<file path="config.mk">
export PLATFORM = sky130hd
export DESIGN_NAME = dmem_responder
export DESIGN_NICKNAME = d
export VERILOG_FILES = /design/src/rtl/dmem_responder.sv
export SDC_FILE = /design/constraint.sdc
export NUM_CORES = 2
export LEC_CHECK = 0
export CAP_MARGIN = 20
export CELL_PAD_IN_SITES_DETAIL_PLACEMENT = 1
export CELL_PAD_IN_SITES_GLOBAL_PLACEMENT = 1
export CORE_MARGIN = 4
export CORE_UTILIZATION = 46
export DETAILED_ROUTE_END_ITERATION = 12
export HOLD_SLACK_MARGIN = 0.12
export PLACE_DENSITY_LB_ADDON = 0.12
export RECOVER_POWER = 25
export SLEW_MARGIN = 5
export SYNTH_ARGS = -nofsm -noshare
export SYNTH_HDL_FRONTEND = slang
export SYNTH_SLANG_ARGS = --single-unit
</file>
<file path="constraint.sdc">
create_clock -name clk_i -period 4.5 [get_ports clk_i]
set_clock_uncertainty 0.2 [all_clocks]
set_input_delay 0.9 -clock clk_i [delete_from_list [all_inputs] [get_ports clk_i]]
set_output_delay 0.9 -clock clk_i [all_outputs]
set_load 0.02 [all_outputs]
</file>
<file path="src/rtl/dmem_responder.sv">
// Data-memory responder: valid/ready load/store slave with WAIT_CYCLES wait states.
// Define DMEM_ERR_EN for misalignment/out-of-range faults; otherwise accesses force-align and wrap.
module dmem_responder #(
  parameter int DEPTH_WORDS = 16,
  parameter int WAIT_CYCLES = 2
) (
  input  logic        clk_i,
  input  logic        rst_i,
  input  logic        req_valid_i,
  output logic        req_ready_o,
  input  logic        req_write_i,
  input  logic [63:0] req_addr_i,
  input  logic [1:0]  req_size_i,
  input  logic [63:0] req_wdata_i,
  output logic        rsp_valid_o,
  input  logic        rsp_ready_i,
  output logic [63:0] rsp_rdata_o,
  output logic        rsp_err_o
);
  localparam int AW = $clog2(8*DEPTH_WORDS);
  localparam int IW = (AW > 3) ? AW-3 : 1;
  localparam logic [60:0] NWORDS  = 61'(DEPTH_WORDS);
  localparam logic [3:0]  WAIT_LD = 4'(WAIT_CYCLES);
`ifdef DMEM_ERR_EN
  localparam logic [63:0] LIMIT = 64'(8*DEPTH_WORDS);
`endif

  typedef enum logic [1:0] {IDLE, WAIT, RESP} state_t;
  typedef struct packed {
    logic        write;
    logic [63:0] addr;
    logic [1:0]  size;
    logic [63:0] wdata;
  } req_t;

  state_t                         state;
  logic [3:0]                     cnt;
  req_t                           req_q, acc;
  logic [DEPTH_WORDS-1:0][63:0]   mem;
  logic [63:0]                    rdata_q;
  logic                           err_q;

  logic [2:0]    off, amask;
  logic [7:0]    be_base, be;
  logic [63:0]   bmask, lmask, wshift, word, ld, merged;
  logic [60:0]   widx_full;
  logic [IW-1:0] widx;
  logic          acc_err, exec_c;

  assign req_ready_o = (state == IDLE);
  assign rsp_valid_o = (state == RESP);
  assign rsp_rdata_o = rdata_q;
  assign rsp_err_o   = err_q;

  // With zero wait states the access executes on the acceptance edge, so it
  // must see the live request rather than the not-yet-captured copy.
  always_comb begin
    acc       = req_q;
    if (state == IDLE) begin
      acc.write = req_write_i;
      acc.addr  = req_addr_i;
      acc.size  = req_size_i;
      acc.wdata = req_wdata_i;
    end
  end

  always_comb begin
    be_base = 8'hFF;
    amask   = 3'b111;
    case (acc.size)
      2'd0:    begin be_base = 8'h01; amask = 3'b000; end
      2'd1:    begin be_base = 8'h03; amask = 3'b001; end
      2'd2:    begin be_base = 8'h0F; amask = 3'b011; end
      default: begin be_base = 8'hFF; amask = 3'b111; end
    endcase
`ifdef DMEM_ERR_EN
    off     = acc.addr[2:0];
    acc_err = (|(off & amask)) || (acc.addr >= LIMIT);
`else
    off     = acc.addr[2:0] & ~amask;
    acc_err = 1'b0;
`endif
    widx_full = acc.addr[63:3] % NWORDS;
    widx      = widx_full[IW-1:0];
    be        = be_base << off;
    for (int b = 0; b < 8; b++) begin
      bmask[8*b +: 8] = {8{be[b]}};
      lmask[8*b +: 8] = {8{be_base[b]}};
    end
    wshift = acc.wdata << {off, 3'b000};
    word   = mem[widx];
    ld     = (word >> {off, 3'b000}) & lmask;
    merged = (word & ~bmask) | (wshift & bmask);
    exec_c = ((state == IDLE) && req_valid_i && (WAIT_CYCLES == 0)) ||
             ((state == WAIT) && (cnt == 4'd1));
  end

  always_ff @(posedge clk_i) begin
    if (rst_i) begin
      state   <= IDLE;
      cnt     <= '0;
      req_q   <= '0;
      mem     <= '0;
      rdata_q <= '0;
      err_q   <= 1'b0;
    end else begin
      case (state)
        IDLE: if (req_valid_i) begin
          req_q <= acc;
          if (WAIT_CYCLES == 0) state <= RESP;
          else begin
            cnt   <= WAIT_LD;
            state <= WAIT;
          end
        end
        WAIT: begin
          cnt <= cnt - 4'd1;
          if (cnt == 4'd1) state <= RESP;
        end
        RESP: if (rsp_ready_i) state <= IDLE;
        default: state <= IDLE;
      endcase
      if (exec_c) begin
        if (acc.write && !acc_err) mem[widx] <= merged;
        rdata_q <= (acc.write || acc_err) ? 64'd0 : ld;
        err_q   <= acc_err;
      end
    end
  end
endmodule

</file>
### Yosys cells after proc, flatten, opt, wreduce, memory -nomap -nowiden

Index checks and enable logic that the tools add are counted.

| storage, ports and cells | value |
|---|---|
| register bits after elaboration | 1,225 |
| input bits | 135 |
| output and inout bits | 67 |
| word-level logic and storage cells | 68 |

| cells by class | value |
|---|---|
| $add $sub $neg | 1 |
| $lt $le $gt $ge | 2 |
| equal/unequal tests | 8 |
| shifts and indexed selects | 3 |
| mux-type cells | 15 |
| bitwise logic cells | 7 |
| reductions and logical operators | 9 |

Operators by type and width:

| cell | count |
|---|---|
| $bwmux 1024 | 1 |
| $bmux 64 s4 | 1 |
| $demux 64 s4 | 1 |
| $and 64x64->64 | 3 |
| $mux 64 | 3 |
| $mux 131 | 1 |
| $not 64->64 | 1 |
| $or 64x64->64 | 1 |
| $shl 64x6->64 | 1 |
| $shr 64x6->64 | 1 |
| $pmux 8 s3 | 1 |
| $pmux 3 s3 | 1 |
| $pmux 4 s2 | 1 |
| $shl 8x3->8 | 1 |
| $mux 2 | 3 |
| $pmux 2 s3 | 1 |
| $reduce_and 2->1 | 3 |
| $lt 4x5->1 const B | 1 |
| $eq 2x1->1 const B | 2 |
| $eq 2x2->1 const B | 2 |
| $eq 4x1->1 const B | 1 |
| $ge 4x1->1 const B | 1 |
| $logic_not 2->1 | 2 |
| $mux 4 | 1 |
| other kinds (8) | 10 |

### Depth between registers and ports, before layout

| logic depth | value |
|---|---|
| depth in word-level cells | 11 |
| depth in mapped cells | 15 |
| gate-level depth less buffers | 9 |

### Worst setup path after synthesis

No wires, ideal clock.

| timing path | value |
|---|---|
| kind | input -> register |
| start point | input port req_size_i[1] |
| end point | register mem[1018] in the netlist's numbering |
| arrival | 3.103 ns |
| path slack | 1.062 ns |
| stages | 11 |
| path buffers | 3 |
| cells stage by stage | or4_4 o31ai_4 nand2_8 buf_8 buf_12 mux4_2 mux2i_1 mux2i_1 o21ai_2 buf_6 o32ai_1 |

| between the ends | value |
|---|---|
| longest elaborated chain between the ends | 10 |

Ends and longest elaborated chain:

| element | line | source |
|---|---|---|
| from (decl) | 13 | `input logic [1:0] req_size_i,` |
| $mux 131 (*) | 59 | `if (state == IDLE) begin` |
| parallel branches: the longest is 7 deep, another holds $shl 64x6->64 | - |  |
| $or 64x64->64 (*) | 93 | `merged = (word & ~bmask) \| (wshift & bmask);` |
| $bwmux 1024 (*) | 124 | `if (acc.write && !acc_err) mem[widx] <= merged;` |
| to (signal, indexed assignment) | 124 |  |
| to (decl) | 39 | `logic [DEPTH_WORDS-1:0][63:0] mem;` |

Every way passes the cells marked *.
A chain may end at the register's enable or synchronous reset.

### Worst setup path after layout

| timing path | value |
|---|---|
| start point | register state[1] |
| end point | register mem[10] in the netlist's numbering |

| between the ends | value |
|---|---|
| longest elaborated chain between the ends | 11 |

Ends and longest elaborated chain:

| element | line | source |
|---|---|---|
| from (decl) | 36 | `state_t state;` |
| from (signal assigned) | 100 | `state <= IDLE;` |
| from (signal assigned) | 110 | `if (WAIT_CYCLES == 0) state <= RESP;` |
| from (signal assigned) | 113 | `state <= WAIT;` |
| parallel branches: the longest is 11 deep, another holds $bwmux 1024 | - |  |

Several ways; the timed one is not identified. The select of a mux whose other input is x is not followed.

==> results.md <==
* Total track usage at 32.85%
* Synth-to-Final Area Change at 17.21%
* Clk pin slew, worst setup/hold paths at 0.06 ns
* Clock network power share at 38.9%
* Fraction of layout instances using a drive strength above 1 at 10.85%
* CP startpoint kind: flop
* Clk sinks at 1168
* Top post-synthesis cells by area: dfxtp_1, a211oi_1, nor2_1, o22ai_1, clkbuf_1
* Final Core Density at 54.39%
* NetSw at 7.775 mW
* Commonest cells after routing, fill and taps aside: dfxtp_1, nor2_1, a211oi_1, o22ai_1, nand2_1
* Synth warnings at 0
* Layout Nets at 5832
* Status: finished, violations left
* Yosys cell types at 61
* Max Cap Violations at 2
* Global-route wire length before repair at 286900 um
* Diode count at 0
* Setup repair bufs after CTS at 0
* FFs w/ async S/R, synth at 0%
* Critical path's largest stage delay at 0.48 ns
* F_max at 238.5 MHz
* Buffers on Ports at 143
* Yosys top cell area share at 47.80%
* Final Hold Fails at 0
* Die area at 0.1116 sq mm
* Worst endpoint required time at 4.95 ns
* Initial DRC Count at 4063
* Final Wtd Congestion at 0.9673
* Syn Nets at 5857
* Buf+Inv Stages, Crit Path at 5
* Pwr/cell area at 440.8 mW/mm^2
* Unrepaired setup endpoints after global routing: no
* Worst skew pair latency at 0.74 ns
* Vias at 45620
* Row cnt at 119
* Final setup viols at 0
* Commonest non-fill, non-tap cell in the layout: dfxtp_1
* Count of hold-fix buffers inserted at cts at 0
* H-tree depth at 3
* Synth Flop Type: dfxtp_1
* Avg Inst Size Synth at 8.552 sq um
* Worst-Margin Slew at 3.157 ns
* Crit path top cell by count: buf_4
* Drt first pass iters at 8
* Dpl hpwl at 123700 um
* Final wirelength at 189600 um
* Min cycle time layout at 4.192 ns
* Initial Util at 46.40%
* Critical Path AT at 4.64 ns
* Clk buf depth at 3
* Largest net degree at the start of global routing at 192
* Switching part of the total at 30.76%
* Chip Width at 334.1 um
* CTS buffer count at 120
* Seq cells post-synth at 1168
* Die Span Y at 334.1 um
* Mapped Cells at 5720
* Worst slew margin at -110.5%
* Total negative slack at 0 ns
* CP delay by family, top: buffers and inverters
* Worst vdd rail ir drop at 302.1 uV
* Mapped Area at 0.04892 sq mm
* Slew Viols, Final at 151
* Post-route ant nets at 0
* Violated checks: max-capacitance violations, max-slew violations
* I/O pin total at 202
* Cell taking the most area after synthesis: dfxtp_1
* Leak at 18.84 nW
* CP Cell Sequence: or2_0 -> buf_4 -> mux2_8 -> buf_12 -> clkbuf_1 -> o22ai_1 -> o21ai_0 -> nand4_1 -> buf_4 -> nor2_1 -> a21oi_1 -> clkbuf_2 -> a211oi_1
* Period utilization at 93.16%
* CTS root buf: clkbuf_16
* Max FO, Critical Path at 46
* Grt ovf at 0
* CTS tree: done
* Initial antenna violation count at 0
* Via density at 6.352
* Register share of total power at 41.3%
* Hold crit path type: flop to flop
* Crit. End Element: flop
* Combinational power share at 19.8%
* Post-synth EDFFs at 0
* Cts repair resizes at 0
* Seq/Total Area, Yosys at 47.80%
* Routed WL per cell at 26.40 um
* Core ar. at 0.1054 sq mm
* Crit-path slowest cell: clkbuf_1
* WS Path Type: flop to flop
* Vias in the first global route at 46340
* # DRC at 0
* Int Pwr at 17.50 mW
[Yosys cell counts, types with 3 or more instances]
cell type / instances
buf_6: 9
nor3b_1: 4
or3_1: 4
nand4_1: 64
o32ai_1: 3
clkbuf_1: 458
nand2b_1: 8
and2_1: 5
buf_1: 37
inv_1: 8
a21oi_4: 3
nor2_1: 1028
nand3b_1: 46
buf_2: 93
mux2_2: 40
a2111oi_0: 8
a21oi_2: 17
buf_4: 21
mux4_2: 34
a211oi_1: 906
nor4_1: 3
nand2_2: 4
mux2i_1: 79
o21ai_1: 18
nand3_1: 32
o31ai_1: 3
a21oi_1: 223
o211ai_1: 25
a221oi_1: 13
o21ai_0: 323
mux4_1: 6
a22oi_1: 26
o21ai_2: 8
o21bai_1: 4
and3_1: 3
dfxtp_1: 1168
nand2_1: 402
o22ai_1: 534
nor3_1: 21
[cell families (layout without fill, tap and decap cells)]
group,after synthesis,in the layout,share of synthesized area (%)
adders and majority gates,2,2,0.05115
other,1,1,0.007666
muxes,162,162,4.512
and+or+nand+nor,1633,1633,13.62
DFF,1168,1168,47.80
AOI/OAI and AO/OA,2125,2125,28.58
buffers and inverters,629,699,5.430
[stage by stage]
stage	std cells	hold slack [ns]	setup WS, ns	area (sq um)	total power, mW
final	7181	0.2492	0.3077	57330	25.27
after global routing	7181	0.2675	0.1478	57330	26.02
after CTS	7181	0.2544	0.5310	57500	25.33
after detailed placement	6964	0.2414	-0.03858	53670	15.56
after global placement	6962	0.2347	-0.02217	53650	15.52
after floorplan	5720	0.2320	1.062	48920	13.20
[final cells by class]
class,count,area [sq um]
sequential,1168,23380
inverter,9,38.79
tap,1391,1740
fill,12090,48080
timing repair buffer,473,5279
multi-input combinational,3923,23070
clock buffer,183,3480
clock inverter,34,341.6
[final timing paths]
kind / start / endpoint / slack, ns / cells after the start
max: state[1]$_SDFFE_PP0P_ / mem[10]$_SDFFE_PP0P_ / 0.31 / 13
min: rsp_rdata_o[46]$_SDFFE_PP0P_ / rsp_rdata_o[46]$_SDFFE_PP0P_ / 0.25 / 2
max reg2reg: state[1]$_SDFFE_PP0P_ / mem[10]$_SDFFE_PP0P_ / 0.31 / 13
min reg2reg: rsp_rdata_o[46]$_SDFFE_PP0P_ / rsp_rdata_o[46]$_SDFFE_PP0P_ / 0.25 / 2
[layer usage]
| metal | share of wire, % | global-route usage, % | wire [um] |
|---|---|---|---|
| met1 | 41 | 41.32 | 78580 |
| met4 | 5.4 | 15.72 | 10170 |
| met5 | 0 | 0 | 0 |
| met2 | 47 | 55.36 | 89890 |
| met3 | 5.8 | 5.117 | 10950 |
[power by group through the flow]
stage | Clock, mW | Sequential, mW | Combinational, mW
finish | 9.84 | 10.4 | 5.00
global route | 10.4 | 10.4 | 5.18
CTS | 9.96 | 10.4 | 4.93
detailed placement | 0 | 10.7 | 4.90
global placement | 0 | 10.7 | 4.86
floorplan | 0 | 10.7 | 2.55
[flip-flops by register name, summed over array words and instances, names as in the netlist]
register,cells
req_q,74
state,2
cnt,4
rsp_rdata_o,64
mem,1024
[worst reg2reg max path, stage by stage, from the launching register on]
cell and delay (ns):
dfxtp_1 0.33, or2_0 0.27, buf_4 0.45, mux2_8 0.45
buf_12 0.32, clkbuf_1 0.55, o22ai_1 0.19, o21ai_0 0.26
nand4_1 0.16, buf_4 0.20, nor2_1 0.12, a21oi_1 0.05
clkbuf_2 0.28, a211oi_1 0.30
(Power assumes the default switching activity.)
